`config.mk`:
```
export PLATFORM = sky130hd
export DESIGN_NAME = mem_burst_master
export DESIGN_NICKNAME = d
export VERILOG_FILES = /design/src/rtl/mem_burst_pkg.sv /design/src/rtl/mem_burst_master.sv
export SDC_FILE = /design/constraint.sdc
export NUM_CORES = 1
export LEC_CHECK = 0
export ABC_AREA = 1
export CAP_MARGIN = 15
export CORE_MARGIN = 3
export CORE_UTILIZATION = 44
export CTS_CLUSTER_SIZE = 28
export DETAILED_ROUTE_END_ITERATION = 12
export HOLD_SLACK_MARGIN = 0.03
export PLACE_DENSITY = 0.86
export SYNTH_ARGS = -nofsm -noshare
export SYNTH_HDL_FRONTEND = slang
export SYNTH_SLANG_ARGS = --single-unit
```
`constraint.sdc`:
```
create_clock -name clk -period 3.2 [get_ports clk]
set_input_delay 0.64 -clock clk [delete_from_list [all_inputs] [get_ports clk]]
set_output_delay 0.64 -clock clk [all_outputs]
set_load 0.05 [all_outputs]
```
`src/rtl/mem_burst_pkg.sv`:
```
// Shared definitions for the memory burst initiator, its memory model and benches.
//   state_e            : initiator FSM states
//   SZ_*               : burst size codes (1/4/8/16 words)
//   num_beats()        : size code -> beat count
//   MEM_START_ADDRESS  : base byte address of main memory
package mem_burst_pkg;

  typedef enum logic [1:0] {
    StIdle,
    StIssue,
    StStream,
    StResp
  } state_e;

  localparam logic [1:0] SZ_1W  = 2'b00;
  localparam logic [1:0] SZ_4W  = 2'b01;
  localparam logic [1:0] SZ_8W  = 2'b10;
  localparam logic [1:0] SZ_16W = 2'b11;

  localparam logic [31:0] MEM_START_ADDRESS = 32'h8002_0000;

  function automatic logic [4:0] num_beats(input logic [1:0] size);
    logic [4:0] n;
    unique case (size)
      SZ_1W:   n = 5'd1;
      SZ_4W:   n = 5'd4;
      SZ_8W:   n = 5'd8;
      SZ_16W:  n = 5'd16;
      default: n = 5'd1;
    endcase
    return n;
  endfunction

endpackage

```
`src/rtl/mem_burst_master.sv`:
```
// Initiator side of the main-memory access protocol.
// Accepts single-word read/write and burst-read requests from a CPU-side client, issues them
// to memory, and returns read words to the client one beat at a time.
//
// Ports:
//   clk, rst_n                 clock, asynchronous active-low reset
//   req_valid/req_ready        client request handshake
//   req_addr/req_wren/req_size/req_wdata   request fields (size forced to 1 word on writes)
//   rsp_valid/rsp_data/rsp_idx/rsp_last/rsp_err   one-cycle response beat, no backpressure
//   mem_addr/mem_acc_size/mem_wren/mem_enable/mem_d_in   memory command side
//   mem_d_out/mem_busy         memory read data and burst-in-progress flag
module mem_burst_master
  import mem_burst_pkg::*;
#(
  parameter int unsigned ADDRESS_SIZE = 32,
  parameter int unsigned DATA_SIZE    = 32,
  parameter int unsigned ACCESS_SIZE  = 2
) (
  input  logic                    clk,
  input  logic                    rst_n,
  // client request
  input  logic                    req_valid,
  output logic                    req_ready,
  input  logic [ADDRESS_SIZE-1:0] req_addr,
  input  logic                    req_wren,
  input  logic [ACCESS_SIZE-1:0]  req_size,
  input  logic [DATA_SIZE-1:0]    req_wdata,
  // client response
  output logic                    rsp_valid,
  output logic [DATA_SIZE-1:0]    rsp_data,
  output logic [3:0]              rsp_idx,
  output logic                    rsp_last,
  output logic                    rsp_err,
  // memory side
  output logic [ADDRESS_SIZE-1:0] mem_addr,
  output logic [ACCESS_SIZE-1:0]  mem_acc_size,
  output logic                    mem_wren,
  output logic                    mem_enable,
  output logic [DATA_SIZE-1:0]    mem_d_in,
  input  logic [DATA_SIZE-1:0]    mem_d_out,
  input  logic                    mem_busy
);

  state_e                  state_q, state_d;
  logic [ADDRESS_SIZE-1:0] addr_q, addr_d;
  logic                    wren_q, wren_d;
  logic [ACCESS_SIZE-1:0]  size_q, size_d;
  logic [DATA_SIZE-1:0]    wdata_q, wdata_d;
  logic [3:0]              k_q, k_d;

  logic                    rsp_valid_q, rsp_valid_d;
  logic [DATA_SIZE-1:0]    rsp_data_q, rsp_data_d;
  logic [3:0]              rsp_idx_q, rsp_idx_d;
  logic                    rsp_last_q, rsp_last_d;
  logic                    rsp_err_q, rsp_err_d;

  logic                    accept;
  logic                    misaligned;
  logic [4:0]              beats;
  logic [3:0]              last_k;

  assign accept     = req_valid & req_ready;
  assign misaligned = |req_addr[1:0];
  assign beats      = num_beats(size_q[1:0]);
  assign last_k     = 4'(beats - 5'd1);

  // State register
  always_ff @(posedge clk or negedge rst_n) begin
    if (!rst_n) begin
      state_q <= StIdle;
    end else begin
      state_q <= state_d;
    end
  end

  // Request latches, beat counter and registered response
  always_ff @(posedge clk or negedge rst_n) begin
    if (!rst_n) begin
      addr_q      <= '0;
      wren_q      <= 1'b0;
      size_q      <= '0;
      wdata_q     <= '0;
      k_q         <= '0;
      rsp_valid_q <= 1'b0;
      rsp_data_q  <= '0;
      rsp_idx_q   <= '0;
      rsp_last_q  <= 1'b0;
      rsp_err_q   <= 1'b0;
    end else begin
      addr_q      <= addr_d;
      wren_q      <= wren_d;
      size_q      <= size_d;
      wdata_q     <= wdata_d;
      k_q         <= k_d;
      rsp_valid_q <= rsp_valid_d;
      rsp_data_q  <= rsp_data_d;
      rsp_idx_q   <= rsp_idx_d;
      rsp_last_q  <= rsp_last_d;
      rsp_err_q   <= rsp_err_d;
    end
  end

  // Next-state and datapath
  always_comb begin
    state_d     = state_q;
    addr_d      = addr_q;
    wren_d      = wren_q;
    size_d      = size_q;
    wdata_d     = wdata_q;
    k_d         = k_q;
    rsp_valid_d = 1'b0;
    rsp_data_d  = '0;
    rsp_idx_d   = '0;
    rsp_last_d  = 1'b0;
    rsp_err_d   = 1'b0;

    unique case (state_q)
      StIdle: begin
        if (accept) begin
          addr_d  = req_addr;
          wren_d  = req_wren;
          size_d  = req_wren ? ACCESS_SIZE'(SZ_1W) : req_size;
          wdata_d = req_wdata;
          k_d     = '0;
          if (misaligned) begin
            // Rejected without touching memory; error beat is visible while in StResp.
            state_d     = StResp;
            rsp_valid_d = 1'b1;
            rsp_last_d  = 1'b1;
            rsp_err_d   = 1'b1;
          end else begin
            state_d = StIssue;
          end
        end
      end
      StIssue: begin
        if (wren_q) begin
          // Ack is registered on the write edge so it lands together with the return to
          // idle, like the last read beat; the client may issue again in the ack cycle.
          state_d     = StIdle;
          rsp_valid_d = 1'b1;
          rsp_last_d  = 1'b1;
        end else begin
          state_d = StStream;
          k_d     = '0;
        end
      end
      StStream: begin
        rsp_valid_d = 1'b1;
        rsp_data_d  = mem_d_out;
        rsp_idx_d   = k_q;
        rsp_last_d  = (k_q == last_k);
        if (k_q == last_k) begin
          state_d = StIdle;
        end else begin
          k_d = k_q + 4'd1;
        end
      end
      StResp: begin
        state_d = StIdle;
      end
      default: begin
        state_d = StIdle;
      end
    endcase
  end

  // Outputs
  always_comb begin
    req_ready    = (state_q == StIdle) && !mem_busy;
    mem_enable   = (state_q == StIssue);
    mem_wren     = (state_q == StIssue) && wren_q;
    mem_d_in     = (state_q == StIssue) ? wdata_q : '0;
    // Held for the whole burst: memory indexes words off the live address.
    mem_addr     = addr_q;
    mem_acc_size = size_q;
    rsp_valid    = rsp_valid_q;
    rsp_data     = rsp_data_q;
    rsp_idx      = rsp_idx_q;
    rsp_last     = rsp_last_q;
    rsp_err      = rsp_err_q;
  end

endmodule

```
==> impl_results.html <==
<table>
<tr><th>Metric</th><th>Value</th></tr>
<tr><th colspan="2">Min path</th></tr>
<tr><td>Type of the tightest min-delay check</td><td>in2async</td></tr>
<tr><th colspan="2">Routing</th></tr>
<tr><td>Avg WL per Cell</td><td>14.1 um</td></tr>
<tr><td>1st-iter DRT viols</td><td>161</td></tr>
<tr><td>Detailed-routing iteration count for the pre-antenna-repair pass</td><td>6</td></tr>
<tr><td>Final Routed Wirelength</td><td>11800 um</td></tr>
<tr><td>Antenna viol nets, final</td><td>0</td></tr>
<tr><td>Total via count after detailed routing</td><td>3813</td></tr>
<tr><td>Remaining design rule violation count</td><td>0</td></tr>
<tr><td>Number of vias per cell</td><td>4.56</td></tr>
<tr><th colspan="2">Finish</th></tr>
<tr><td>Leading cell type in the layout, fill and taps excluded</td><td>sky130_fd_sc_hd__clkdlybuf4s50_1</td></tr>
<tr><td>Final core utilization</td><td>0.713</td></tr>
<tr><td>Antenna fix cells</td><td>0</td></tr>
<tr><td>Top library cells by usage in the layout, fill and taps aside</td><td>206 x sky130_fd_sc_hd__clkdlybuf4s50_1, 150 x sky130_fd_sc_hd__nand2_1, 112 x sky130_fd_sc_hd__dfrtp_1, 81 x sky130_fd_sc_hd__nor2_1, 78 x sky130_fd_sc_hd__inv_1</td></tr>
<tr><td>Area growth from synthesis to layout</td><td>53.7%</td></tr>
<tr><td>Final-stage net count</td><td>808</td></tr>
<tr><td>Fraction of final layout cells sized beyond drive strength 1</td><td>0.0395</td></tr>
<tr><th colspan="2">Run</th></tr>
<tr><td>Number of max-cap violations</td><td>0</td></tr>
<tr><th colspan="2">Critical path</th></tr>
<tr><td>Required arrival time at the worst endpoint</td><td>~2.6 ns</td></tr>
<tr><td>Kind of capture point of the worst setup path</td><td>output pin</td></tr>
<tr><td>Critical path startpoint category</td><td>register</td></tr>
<tr><td>Setup Crit Path Kind</td><td>reg2out</td></tr>
<tr><td>Critical path data arrival time</td><td>2.13 ns</td></tr>
<tr><td>Peak fanout along the critical path</td><td>35</td></tr>
<tr><th colspan="2">Logic synthesis</th></tr>
<tr><td>Sequential share of the synthesized area</td><td>0.638</td></tr>
<tr><td>Yosys Warn Count</td><td>0</td></tr>
<tr><td>Number of distinct standard cells referenced by the synthesized netlist</td><td>20</td></tr>
<tr><td>Area of the mapped netlist</td><td>0.00439 mm^2</td></tr>
<tr><td>Net count after synthesis</td><td>between 600 and 700</td></tr>
<tr><td>Register bit count reported by yosys</td><td>112</td></tr>
<tr><td>Avg Cell Area, Syn</td><td>8.82 um^2</td></tr>
<tr><td>Gate count of the mapped netlist</td><td>498</td></tr>
<tr><th colspan="2">Floorplan</th></tr>
<tr><td>Top-level port count</td><td>about 210</td></tr>
<tr><td>Starting density of the core</td><td>0.464</td></tr>
<tr><td>Area inside the core boundary</td><td>0.00946 mm^2</td></tr>
<tr><td>Horizontal extent of the die</td><td>106 um</td></tr>
<tr><td>Die span in y</td><td>roughly 110 um</td></tr>
<tr><td>Area of the die</td><td>0.0112 mm^2</td></tr>
<tr><td>Row count</td><td>35</td></tr>
<tr><th colspan="2">Placed design</th></tr>
<tr><td>RD Place Congestion</td><td>0.845</td></tr>
<tr><td>Port Buffers</td><td>210</td></tr>
<tr><td>Detail Placement HPWL</td><td>8860 um</td></tr>
<tr><th colspan="2">Timing</th></tr>
<tr><td>Peak clock frequency supported by timing</td><td>roughly 360 MHz</td></tr>
<tr><td>Period minus WS final</td><td>between 2 and 3 ns</td></tr>
<tr><td>Worst Tran Pin Value</td><td>0.582 ns</td></tr>
<tr><td>Remaining max-slew budget at the tightest pin</td><td>0.611</td></tr>
<tr><td>Setup TNS after final layout</td><td>0 ns</td></tr>
<tr><td>Tcrit/Tclk final</td><td>0.867</td></tr>
<tr><td>RSZ-0062 raised after global routing</td><td>no</td></tr>
<tr><td>Post-Route Skew</td><td>0.00972 ns</td></tr>
<tr><td>Final Hold Fails</td><td>0</td></tr>
<tr><td>Hold slack final</td><td>0.274 ns</td></tr>
<tr><td>Number of slew-limit violations in the final report</td><td>0</td></tr>
<tr><td>Count of final setup violators</td><td>0</td></tr>
<tr><th colspan="2">Global route</th></tr>
<tr><td>Via count of the first global-routing pass</td><td>3926</td></tr>
<tr><td>Pin count of the biggest net entering global routing</td><td>70</td></tr>
<tr><td>Total GRT Usage</td><td>0.211</td></tr>
<tr><td>Wire length of the first global-routing pass</td><td>18900 um</td></tr>
<tr><td>Initial antenna violation count</td><td>0</td></tr>
<tr><td>Overflow after GRT</td><td>0</td></tr>
<tr><th colspan="2">Power and ir drop</th></tr>
<tr><td>Worst-case vdd ir drop</td><td>0.542 mV</td></tr>
<tr><td>Static power due to leakage</td><td>between 0.003 and 0.004 uW</td></tr>
<tr><td>Power density normalized to cell area</td><td>933 mW/mm^2</td></tr>
<tr><td>Power after layout</td><td>between 6000 and 7000 uW</td></tr>
<tr><th colspan="2">CTS</th></tr>
<tr><td>Count of instances resized after the clock tree is built</td><td>0</td></tr>
<tr><td>Inserted Clock Buffers</td><td>9</td></tr>
<tr><td>CTS H-tree depth</td><td>3</td></tr>
<tr><td>Total setup buffers inserted after CTS</td><td>0</td></tr>
<tr><td>Clk buf depth</td><td>2</td></tr>
<tr><td>Master cell of the clock root buffer</td><td>sky130_fd_sc_hd__clkbuf_8</td></tr>
<tr><td>TritonCTS clock tree</td><td>built</td></tr>
<tr><td>Sinks on the clock net</td><td>between 100 and 150</td></tr>
<tr><td>Number of hold-repair buffers added at the cts stage</td><td>0</td></tr>
<tr><td>Clock-pin slew on the worst setup and hold paths</td><td>0.10 ns</td></tr>
<tr><td>Clock latency of the later-clocked register in the worst-skew pair</td><td>0.35 ns</td></tr>
<tr><th colspan="2">Outcome</th></tr>
<tr><td>Run status</td><td>finished, final reports clean</td></tr>
</table>
stage by stage:
step                instances  cell area [um^2]  setup slack, ns
floorplan                 498              4390             1.10
global placement          822              6590            0.493
detailed placement        822              6590            0.483
CTS                       837              6750            0.399
global route              837              6750            0.313
finish                    837              6750            0.427
layout make-up:
class | instances | area (um^2)
fill | 697 | 2710
inverter | 80 | 300
clock inverter | 5 | 35.0
tap | 129 | 161
clock buffer | 10 | 128
multi-input combinational | 286 | 1180
sequential | 112 | 2800
timing repair buffer | 215 | 2140
cells in the mapped netlist:
master	number	area, um^2
sky130_fd_sc_hd__nand2_1	150	563
sky130_fd_sc_hd__dfrtp_1	112	2800
sky130_fd_sc_hd__nor2_1	81	304
sky130_fd_sc_hd__inv_1	78	293
sky130_fd_sc_hd__o21ai_0	35	175
sky130_fd_sc_hd__clkbuf_1	9	33.8
sky130_fd_sc_hd__buf_2	8	40.0
sky130_fd_sc_hd__nand3_1	6	30.0
sky130_fd_sc_hd__nand4_1	4	25.0
sky130_fd_sc_hd__buf_6	3	33.8
sky130_fd_sc_hd__a21oi_1	2	10.0
sky130_fd_sc_hd__inv_2	2	7.51
sky130_fd_sc_hd__a21o_1	1	7.51
sky130_fd_sc_hd__a22o_1	1	8.76
sky130_fd_sc_hd__ha_1	1	12.5
sky130_fd_sc_hd__nand2_4	1	11.3
sky130_fd_sc_hd__nor2_2	1	6.26
sky130_fd_sc_hd__nor2_4	1	11.3
sky130_fd_sc_hd__o22ai_1	1	6.26
sky130_fd_sc_hd__xnor2_1	1	8.76
worst paths after layout:
kind / slack, ns / to / startpoint / depth (start not counted)
worst min-delay path: 0.27 / wdata_q[10] / rst_n / 1
worst min register to register: 0.49 / mem_addr[17] / mem_addr[17] / 2
min in group clk: 0.49 / mem_addr[17] / mem_addr[17] / 2
worst max-delay path: 0.43 / mem_d_in[1] / state_q[1] / 5
worst max register to register: 1.28 / wdata_q[15] / state_q[1] / 7
max in group asynchronous: 2.17 / mem_addr[5] / rst_n / 2
kinds of logic (layout without fill, tap and decap cells):
logic type | after synthesis | in the layout | share of synthesized area
DFF | 112 | 112 | 0.638
xor gates and xnor gates | 1 | 1 | 0.00200
adders and majority gates | 1 | 1 | 0.00285
AOI/OAI and AO/OA | 40 | 40 | 0.0473
buffers and inverters | 100 | 310 | 0.0929
and+or+nand+nor | 244 | 244 | 0.217
worst max-delay path, cell delays in order, from the launching register on:
cell and delay (ns):
sky130_fd_sc_hd__dfrtp_1 0.42, sky130_fd_sc_hd__inv_1 0.08, sky130_fd_sc_hd__nand2_1 0.05, sky130_fd_sc_hd__buf_4 0.24
sky130_fd_sc_hd__nor2_1 0.17, sky130_fd_sc_hd__clkdlybuf4s50_1 0.83
state kept, by name (all words and copies together) (netlist names):
name,flops
rsp_data,32
rsp_idx,4
mem_addr,32
rsp_last,1
k_q,4
mem_acc_size,2
rsp_valid,1
wdata_q,32
state_q,2
rsp_err,1
wren_q,1
where the power goes:
group	leakage, uW	switching [uW]	internal [uW]
Sequential	0.00142	261	1980
Combinational	0.00181	2280	1050
Clock	0.0000704	448	278
Total	0.00330	2990	3310
routing by layer:
layer	part of all wire	global-route usage
met1	0.39	0.241
met2	0.52	0.380
met3	0.079	0.0619
met4	0.012	0.0666
met5	0	0
(Power assumes the default switching activity.)
